`src/rtl/sky130_sram_rw_port_ctrl_pkg.sv`:
```
// rtl/sky130_sram_rw_port_ctrl_pkg.sv - shared types and sizes for the SRAM port-0 controller
package sram_ctrl_pkg;

   localparam int         SRAM_DW     = 32;
   localparam int         SRAM_AW     = 11;
   localparam int         SRAM_NBYTES = 4;
   localparam logic [3:0] BE_FULL     = 4'hF;

   typedef enum logic [2:0] {
      IDLE,
      RD,
      RD_WAIT,
      RMW_RD,
      RMW_WAIT,
      WR
   } state_e;

endpackage

```
`src/rtl/sky130_sram_rw_port_ctrl_if.sv`:
```
// rtl/sky130_sram_rw_port_ctrl_if.sv - core-side request/response bus of the SRAM port-0 controller
interface sram_req_if
   import sram_ctrl_pkg::*;
#(
   parameter int AW = SRAM_AW,
   parameter int DW = SRAM_DW
);
   logic              req_valid;
   logic              req_ready;
   logic              req_we;
   logic [AW-1:0]     req_addr;
   logic [DW-1:0]     req_wdata;
   logic [DW/8-1:0]   req_be;
   logic              rsp_valid;
   logic [DW-1:0]     rsp_rdata;

   modport master (
      output req_valid, req_we, req_addr, req_wdata, req_be,
      input  req_ready, rsp_valid, rsp_rdata
   );

   modport slave (
      input  req_valid, req_we, req_addr, req_wdata, req_be,
      output req_ready, rsp_valid, rsp_rdata
   );
endinterface

```
`src/rtl/sky130_sram_rw_port_ctrl_byte_merge.sv`:
```
// rtl/sky130_sram_rw_port_ctrl_byte_merge.sv - per-lane select between old word and new write data
module sram_byte_merge
   import sram_ctrl_pkg::*;
#(
   parameter int NBYTES = SRAM_NBYTES
) (
   input  logic [8*NBYTES-1:0] old_i,
   input  logic [8*NBYTES-1:0] new_i,
   input  logic [NBYTES-1:0]   be_i,
   output logic [8*NBYTES-1:0] merged_o
);

   for (genvar i = 0; i < NBYTES; i++) begin : g_lane
      assign merged_o[8*i +: 8] = be_i[i] ? new_i[8*i +: 8] : old_i[8*i +: 8];
   end

endmodule

```
`src/rtl/sky130_sram_rw_port_ctrl.sv`:
```
// rtl/sky130_sram_rw_port_ctrl.sv - port-0 (RW) driver for the 2048x32 single-clock SRAM macro
// Converts word requests into registered csb0/web0/addr0/din0 cycles; partial writes use RMW.
module sky130_sram_rw_port_ctrl
   import sram_ctrl_pkg::*;
#(
   parameter int DATA_WIDTH = SRAM_DW,
   parameter int ADDR_WIDTH = SRAM_AW
) (
   input  logic                  clk,
   input  logic                  rst_n,
   sram_req_if.slave             bus,
   output logic                  sram_csb0,
   output logic                  sram_web0,
   output logic [ADDR_WIDTH-1:0] sram_addr0,
   output logic [DATA_WIDTH-1:0] sram_din0,
   input  logic [DATA_WIDTH-1:0] sram_dout0
);

   localparam int NB = DATA_WIDTH / 8;

   state_e                  state_q, state_d;
   logic                    csb_q, csb_d;
   logic                    web_q, web_d;
   logic [ADDR_WIDTH-1:0]   addr_q, addr_d;
   logic [DATA_WIDTH-1:0]   din_q, din_d;
   logic                    rsp_valid_q, rsp_valid_d;
   logic [DATA_WIDTH-1:0]   rdata_q, rdata_d;
   logic [DATA_WIDTH-1:0]   wdata_q, wdata_d;
   logic [NB-1:0]           be_q, be_d;
   logic                    req_ready;
   logic [DATA_WIDTH-1:0]   merged;

   sram_byte_merge #(
      .NBYTES (NB)
   ) u_merge (
      .old_i    (sram_dout0),
      .new_i    (wdata_q),
      .be_i     (be_q),
      .merged_o (merged)
   );

   always_ff @(posedge clk) begin
      if (!rst_n) begin
         state_q     <= IDLE;
         csb_q       <= 1'b1;
         web_q       <= 1'b1;
         addr_q      <= '0;
         din_q       <= '0;
         rsp_valid_q <= 1'b0;
         rdata_q     <= '0;
         wdata_q     <= '0;
         be_q        <= '0;
      end else begin
         state_q     <= state_d;
         csb_q       <= csb_d;
         web_q       <= web_d;
         addr_q      <= addr_d;
         din_q       <= din_d;
         rsp_valid_q <= rsp_valid_d;
         rdata_q     <= rdata_d;
         wdata_q     <= wdata_d;
         be_q        <= be_d;
      end
   end

   // Macro outputs are registered, so each state sets up the command for the next state.
   always_comb begin
      state_d     = state_q;
      csb_d       = 1'b1;
      web_d       = 1'b1;
      addr_d      = addr_q;
      din_d       = din_q;
      rsp_valid_d = 1'b0;
      rdata_d     = rdata_q;
      wdata_d     = wdata_q;
      be_d        = be_q;
      req_ready   = 1'b0;

      case (state_q)
         IDLE: begin
            req_ready = 1'b1;
            if (bus.req_valid) begin
               addr_d  = bus.req_addr;
               wdata_d = bus.req_wdata;
               be_d    = bus.req_be;
               if (!bus.req_we) begin
                  state_d = RD;
                  csb_d   = 1'b0;
               end else if (&bus.req_be) begin
                  state_d = WR;
                  csb_d   = 1'b0;
                  web_d   = 1'b0;
                  din_d   = bus.req_wdata;
               end else if (|bus.req_be) begin
                  state_d = RMW_RD;
                  csb_d   = 1'b0;
               end else begin
                  rsp_valid_d = 1'b1;
               end
            end
         end
         RD: begin
            state_d = RD_WAIT;
         end
         RD_WAIT: begin
            rdata_d     = sram_dout0;
            rsp_valid_d = 1'b1;
            state_d     = IDLE;
         end
         RMW_RD: begin
            state_d = RMW_WAIT;
         end
         // dout0 is only valid up to this edge, so the merge is captured straight into din0.
         RMW_WAIT: begin
            csb_d   = 1'b0;
            web_d   = 1'b0;
            din_d   = merged;
            state_d = WR;
         end
         WR: begin
            rsp_valid_d = 1'b1;
            state_d     = IDLE;
         end
         default: begin
            state_d = IDLE;
         end
      endcase
   end

   assign bus.req_ready = req_ready;
   assign bus.rsp_valid = rsp_valid_q;
   assign bus.rsp_rdata = rdata_q;
   assign sram_csb0     = csb_q;
   assign sram_web0     = web_q;
   assign sram_addr0    = addr_q;
   assign sram_din0     = din_q;

endmodule

```
`src/flat_wrapper.sv`:
```
// flat-port wrapper written by rule: the top's interface ports become plain ports
module sky130_sram_rw_port_ctrl_flat import sram_ctrl_pkg::*;
#(
   parameter int DATA_WIDTH = SRAM_DW,
   parameter int ADDR_WIDTH = SRAM_AW
)
  (clk, rst_n, sram_csb0, sram_web0, sram_addr0, sram_din0, sram_dout0, bus_req_valid, bus_req_we, bus_req_addr, bus_req_wdata, bus_req_be, bus_req_ready, bus_rsp_valid, bus_rsp_rdata);
  sram_req_if bus_i ();
  input  logic clk;
  input  logic rst_n;
  output logic sram_csb0;
  output logic sram_web0;
  output logic [ADDR_WIDTH-1:0] sram_addr0;
  output logic [DATA_WIDTH-1:0] sram_din0;
  input  logic [DATA_WIDTH-1:0] sram_dout0;
  input wire logic [$bits(bus_i.req_valid)-1:0] bus_req_valid;
  input wire logic [$bits(bus_i.req_we)-1:0] bus_req_we;
  input wire logic [$bits(bus_i.req_addr)-1:0] bus_req_addr;
  input wire logic [$bits(bus_i.req_wdata)-1:0] bus_req_wdata;
  input wire logic [$bits(bus_i.req_be)-1:0] bus_req_be;
  output wire logic [$bits(bus_i.req_ready)-1:0] bus_req_ready;
  output wire logic [$bits(bus_i.rsp_valid)-1:0] bus_rsp_valid;
  output wire logic [$bits(bus_i.rsp_rdata)-1:0] bus_rsp_rdata;
  assign bus_i.req_valid = bus_req_valid;
  assign bus_i.req_we = bus_req_we;
  assign bus_i.req_addr = bus_req_addr;
  assign bus_i.req_wdata = bus_req_wdata;
  assign bus_i.req_be = bus_req_be;
  assign bus_req_ready = bus_i.req_ready;
  assign bus_rsp_valid = bus_i.rsp_valid;
  assign bus_rsp_rdata = bus_i.rsp_rdata;
  sky130_sram_rw_port_ctrl #(.DATA_WIDTH(DATA_WIDTH), .ADDR_WIDTH(ADDR_WIDTH)) u_core (.clk(clk), .rst_n(rst_n), .bus(bus_i), .sram_csb0(sram_csb0), .sram_web0(sram_web0), .sram_addr0(sram_addr0), .sram_din0(sram_din0), .sram_dout0(sram_dout0));
endmodule
```
`config.mk`:
```
export PLATFORM = sky130hd
export DESIGN_NAME = sky130_sram_rw_port_ctrl_flat
export DESIGN_NICKNAME = d
export VERILOG_FILES = /design/src/rtl/sky130_sram_rw_port_ctrl_pkg.sv /design/src/rtl/sky130_sram_rw_port_ctrl_if.sv /design/src/rtl/sky130_sram_rw_port_ctrl_byte_merge.sv /design/src/rtl/sky130_sram_rw_port_ctrl.sv /design/src/flat_wrapper.sv
export SDC_FILE = /design/constraint.sdc
export NUM_CORES = 1
export LEC_CHECK = 0
export ABC_AREA = 1
export CAP_MARGIN = 30
export CORE_MARGIN = 10
export CORE_UTILIZATION = 45
export CTS_CLUSTER_DIAMETER = 50
export DETAILED_ROUTE_END_ITERATION = 12
export PLACE_DENSITY = 0.79
export SLEW_MARGIN = 25
export SYNTH_ARGS = -nofsm -noshare
export SYNTH_HDL_FRONTEND = slang
export SYNTH_SLANG_ARGS = --single-unit
```
`constraint.sdc`:
```
create_clock -name clk -period 1.63 [get_ports clk]
set_clock_uncertainty 0.05 [all_clocks]
set_input_delay 0.326 -clock clk [delete_from_list [all_inputs] [get_ports clk]]
set_output_delay 0.326 -clock clk [all_outputs]
set_load 0.005 [all_outputs]
```
==> metrics.json <==
{
  "synth_flop_cell": {"value": "sky130_fd_sc_hd__dfxtp_1"},
  "mappedNetlistNets": {"value": 857},
  "ys_seq_elements": {"value": 117},
  "busiest_layer": {"value": "met2"},
  "timing.critical_path.to_type": {"value": "output port"},
  "crit_fanout": {"value": 1},
  "global_route.usage.met3": {"value": 0.102},
  "num-fill-cells": {"value": 966},
  "tritoncts": {"value": "built"},
  "regToRegStartpoint": {"value": "u_core.state_q[1]"},
  "vias": {"value": 5538},
  "synth_area_leaders": {"value": "sky130_fd_sc_hd__dfxtp_1, sky130_fd_sc_hd__nand2_1, sky130_fd_sc_hd__a21oi_1"},
  "status": {"value": "completed"},
  "area_growth_syn_to_fin": {"value": 47.2, "unit": "%"},
  "number_of_buffers_added_by_the_clock_tree_synthesis_step": {"value": 17},
  "fin_crit_share": {"value": 0.971},
  "detail_route.drc_violations": {"value": 0},
  "hold_violations": {"value": 0},
  "netlist_area": {"value": 0.00529, "unit": "mm²"},
  "first_iter_violations": {"value": 472},
  "ir_drop": {"value": 0.805, "unit": "mV"},
  "drt_wl_total": {"value": 17300, "unit": "µm"},
  "post_route_cells_drive_above_1_share": {"value": 0.0924},
  "critical_path_class": {"value": "reg -> out"},
  "first_global_vias": {"value": 5392},
  "worstSetupStartpointType": {"value": "register"},
  "synth.most_common_cell": {"value": "sky130_fd_sc_hd__nand2_1"},
  "globalRouteOverflowTotal": {"value": 0},
  "insertion_delay": {"value": 420, "unit": "ps"},
  "die_height": {"value": 128, "unit": "µm"},
  "gpl.final_weighted_congestion": {"value": 0.820},
  "final_period_minus_worst_setup_slack": {"value": 1580, "unit": "ps"},
  "synthesis.area_per_instance": {"value": 6.83, "unit": "µm²"},
  "critical_path.top_delay_family": {"value": "buffers and inverters"},
  "floorplan.die_area": {"value": 0.0165, "unit": "mm²"},
  "synth-seq-area-share": {"value": 0.443},
  "critical_path_required": {"value": 1250, "unit": "ps"},
  "hold_path.class": {"value": "in -> reg"},
  "antenna_cells_inserted": {"value": 0},
  "synth_edf_count": {"value": 0},
  "finalSetupViolCount": {"value": 0},
  "postRouteAntennaNets": {"value": 0},
  "met2_usage": {"value": 0.322},
  "grt_antenna_before_repair": {"value": 0},
  "relSlewSlack": {"value": 0.632},
  "detailedPlacementHpwl": {"value": 11500, "unit": "µm"},
  "nNetsFinal": {"value": 1022},
  "post_synth_num_cell_types": {"value": 22},
  "slew_at_the_pin_closest_to_its_max_slew_limit": {"value": 551, "unit": "ps"},
  "routedWlPerCell": {"value": 15.8, "unit": "µm"},
  "hold_path_startpoint": {"value": "rst_n"},
  "synth.top_cells.by_count": {"value": "sky130_fd_sc_hd__nand2_1, sky130_fd_sc_hd__dfxtp_1, sky130_fd_sc_hd__a21oi_1, sky130_fd_sc_hd__o21ai_0"},
  "postLayoutCoreUtil": {"value": 0.679},
  "port-buffer-count": {"value": 161},
  "design_power_total": {"value": 10.3, "unit": "mW"},
  "drt-vias-per-instance": {"value": 5.06},
  "timing.critical_path.arrival": {"value": 1210, "unit": "ps"},
  "clk_root_buffer_cell": {"value": "sky130_fd_sc_hd__clkbuf_16"},
  "maxCapViolCount": {"value": 0},
  "die-width": {"value": 128, "unit": "µm"},
  "yosysWarnings": {"value": 0},
  "drv_slew": {"value": 0},
  "clk_pin_slew": {"value": 50, "unit": "ps"},
  "global_route.usage.met1": {"value": 0.244},
  "htreeDepth": {"value": 4},
  "dr.pass1.iters": {"value": 5},
  "postSynthCellCount": {"value": 774},
  "sink_count": {"value": 117},
  "finalSetupTns": {"value": 0, "unit": "ps"},
  "grt_pass1_wl": {"value": 27400, "unit": "µm"},
  "synth_largest_area_cell": {"value": "sky130_fd_sc_hd__dfxtp_1"},
  "leakage_component_of_the_power": {"value": 3.74, "unit": "nW"},
  "power_density": {"value": 1320, "unit": "mW/mm²"},
  "floorplan.initialDensity": {"value": 0.461},
  "io-pin-count": {"value": 162},
  "grtUsageTotal": {"value": 0.206},
  "clock_tree.buffer_depth": {"value": 2},
  "row_count": {"value": 39},
  "core_region_area": {"value": 0.0115, "unit": "mm²"},
  "crit_slowest_cell": {"value": "sky130_fd_sc_hd__clkdlybuf4s50_1"},
  "synthDominantCellAreaShare": {"value": 0.443},
  "post_cts_hold_buffer_count": {"value": 0},
  "critPathBufInv": {"value": 1},
  "setup.worst_path.start": {"value": "u_core.sram_csb0"},
  "grt_start_max_net_pins": {"value": 43},
  "postSynth.asyncResetShare": {"value": 0},
  "cp_cell_sequence": {"value": "clkdlybuf4s50_1"},
  "cpPeakStageDelay": {"value": 490, "unit": "ps"},
  "fmaxAchievable": {"value": 632, "unit": "MHz"}
}
==> cells by family after synthesis <==
kind of cell	Yosys count	share of synthesized area
buffers and inverters	130	0.115
flip-flops	117	0.443
AO/OA/AOI/OAI	179	0.169
AND/OR/NAND/NOR	348	0.272
==> state kept, by name (all words and copies together) (netlist names), 3 cells and up <==
name                  cells
u_core.wdata_q           32
u_core.be_q               4
u_core.sram_din0         32
u_core.state_q            3
u_core.sram_addr0        11
u_core.bus.rsp_rdata     32
==> stage by stage <==
step           cells  cell area (µm²)  hold WS (ps)  worst slack, ps
2_1_floorplan    774             5290           389              361
3_3_place_gp    1050             7020           398             -152
3_5_place_dp    1050             7020           402             -210
4_1_cts         1086             7650           316            -6.33
5_1_grt         1095             7790           339            -3.15
6_report        1095             7790           328             47.9
==> layout by cell type (no fill, tap or decap), types with 7 or more instances in the layout <==
| cell | Yosys | layout |
|---|---|---|
| sky130_fd_sc_hd__dfxtp_1 | 117 | 116 |
| sky130_fd_sc_hd__inv_1 | 69 | 68 |
| sky130_fd_sc_hd__nand3_1 | 53 | 53 |
| sky130_fd_sc_hd__o21ai_1 | 19 | 20 |
| sky130_fd_sc_hd__nor2_1 | 69 | 68 |
| sky130_fd_sc_hd__nand2_1 | 219 | 218 |
| sky130_fd_sc_hd__clkdlybuf4s50_1 | 0 | 81 |
| sky130_fd_sc_hd__dlygate4sd2_1 | 0 | 74 |
| sky130_fd_sc_hd__a21oi_1 | 80 | 80 |
| sky130_fd_sc_hd__buf_4 | 4 | 31 |
| sky130_fd_sc_hd__buf_12 | 0 | 7 |
| sky130_fd_sc_hd__o21ai_0 | 80 | 79 |
| sky130_fd_sc_hd__clkbuf_16 | 0 | 19 |
==> worst paths after layout <==
path | end | slack (ps) | depth (start not counted)
min reg2reg | u_core.sram_addr0[2] | 410 | 2
max reg2reg | u_core.sram_din0[3] | 60 | 9
max | sram_csb0 | 50 | 1
min | u_core.sram_din0[11] | 330 | 4
==> power by group <==
part / internal, mW / switching [mW]
registers: 3.28 / 0.218
clock network: 2.93 / 1.30
logic: 1.20 / 1.38
total: 7.41 / 2.90
==> layout make-up <==
class | count | area, µm² | area share
Multi-Input combinational cell | 528 | 2360 | 0.303
Sequential cell | 117 | 2340 | 0.301
Timing Repair Buffer | 202 | 1960 | 0.252
Clock buffer | 22 | 464 | 0.0596
Inverter | 73 | 277 | 0.0355
Clock inverter | 10 | 200 | 0.0257
Tap cell | 143 | 179 | 0.0230
==> per-layer routing <==
metal  routed length (µm)  share of wire  up-vias
li1                     -              -     2797
met1                 7040           0.41     2503
met2                 7870           0.45      207
met3                 2070           0.12       31
met4                  336          0.019        0
met5                    0              0        -
==> repair_timing <==
action / CTS / global route
cloned: 2 / 2
resized for setup: 82 / 7
setup buffers: 2 / 7
setup endpoints to repair: 96 / 37
pin swaps: 2 / 3
Note: power is estimated with default switching activity, not from simulation.
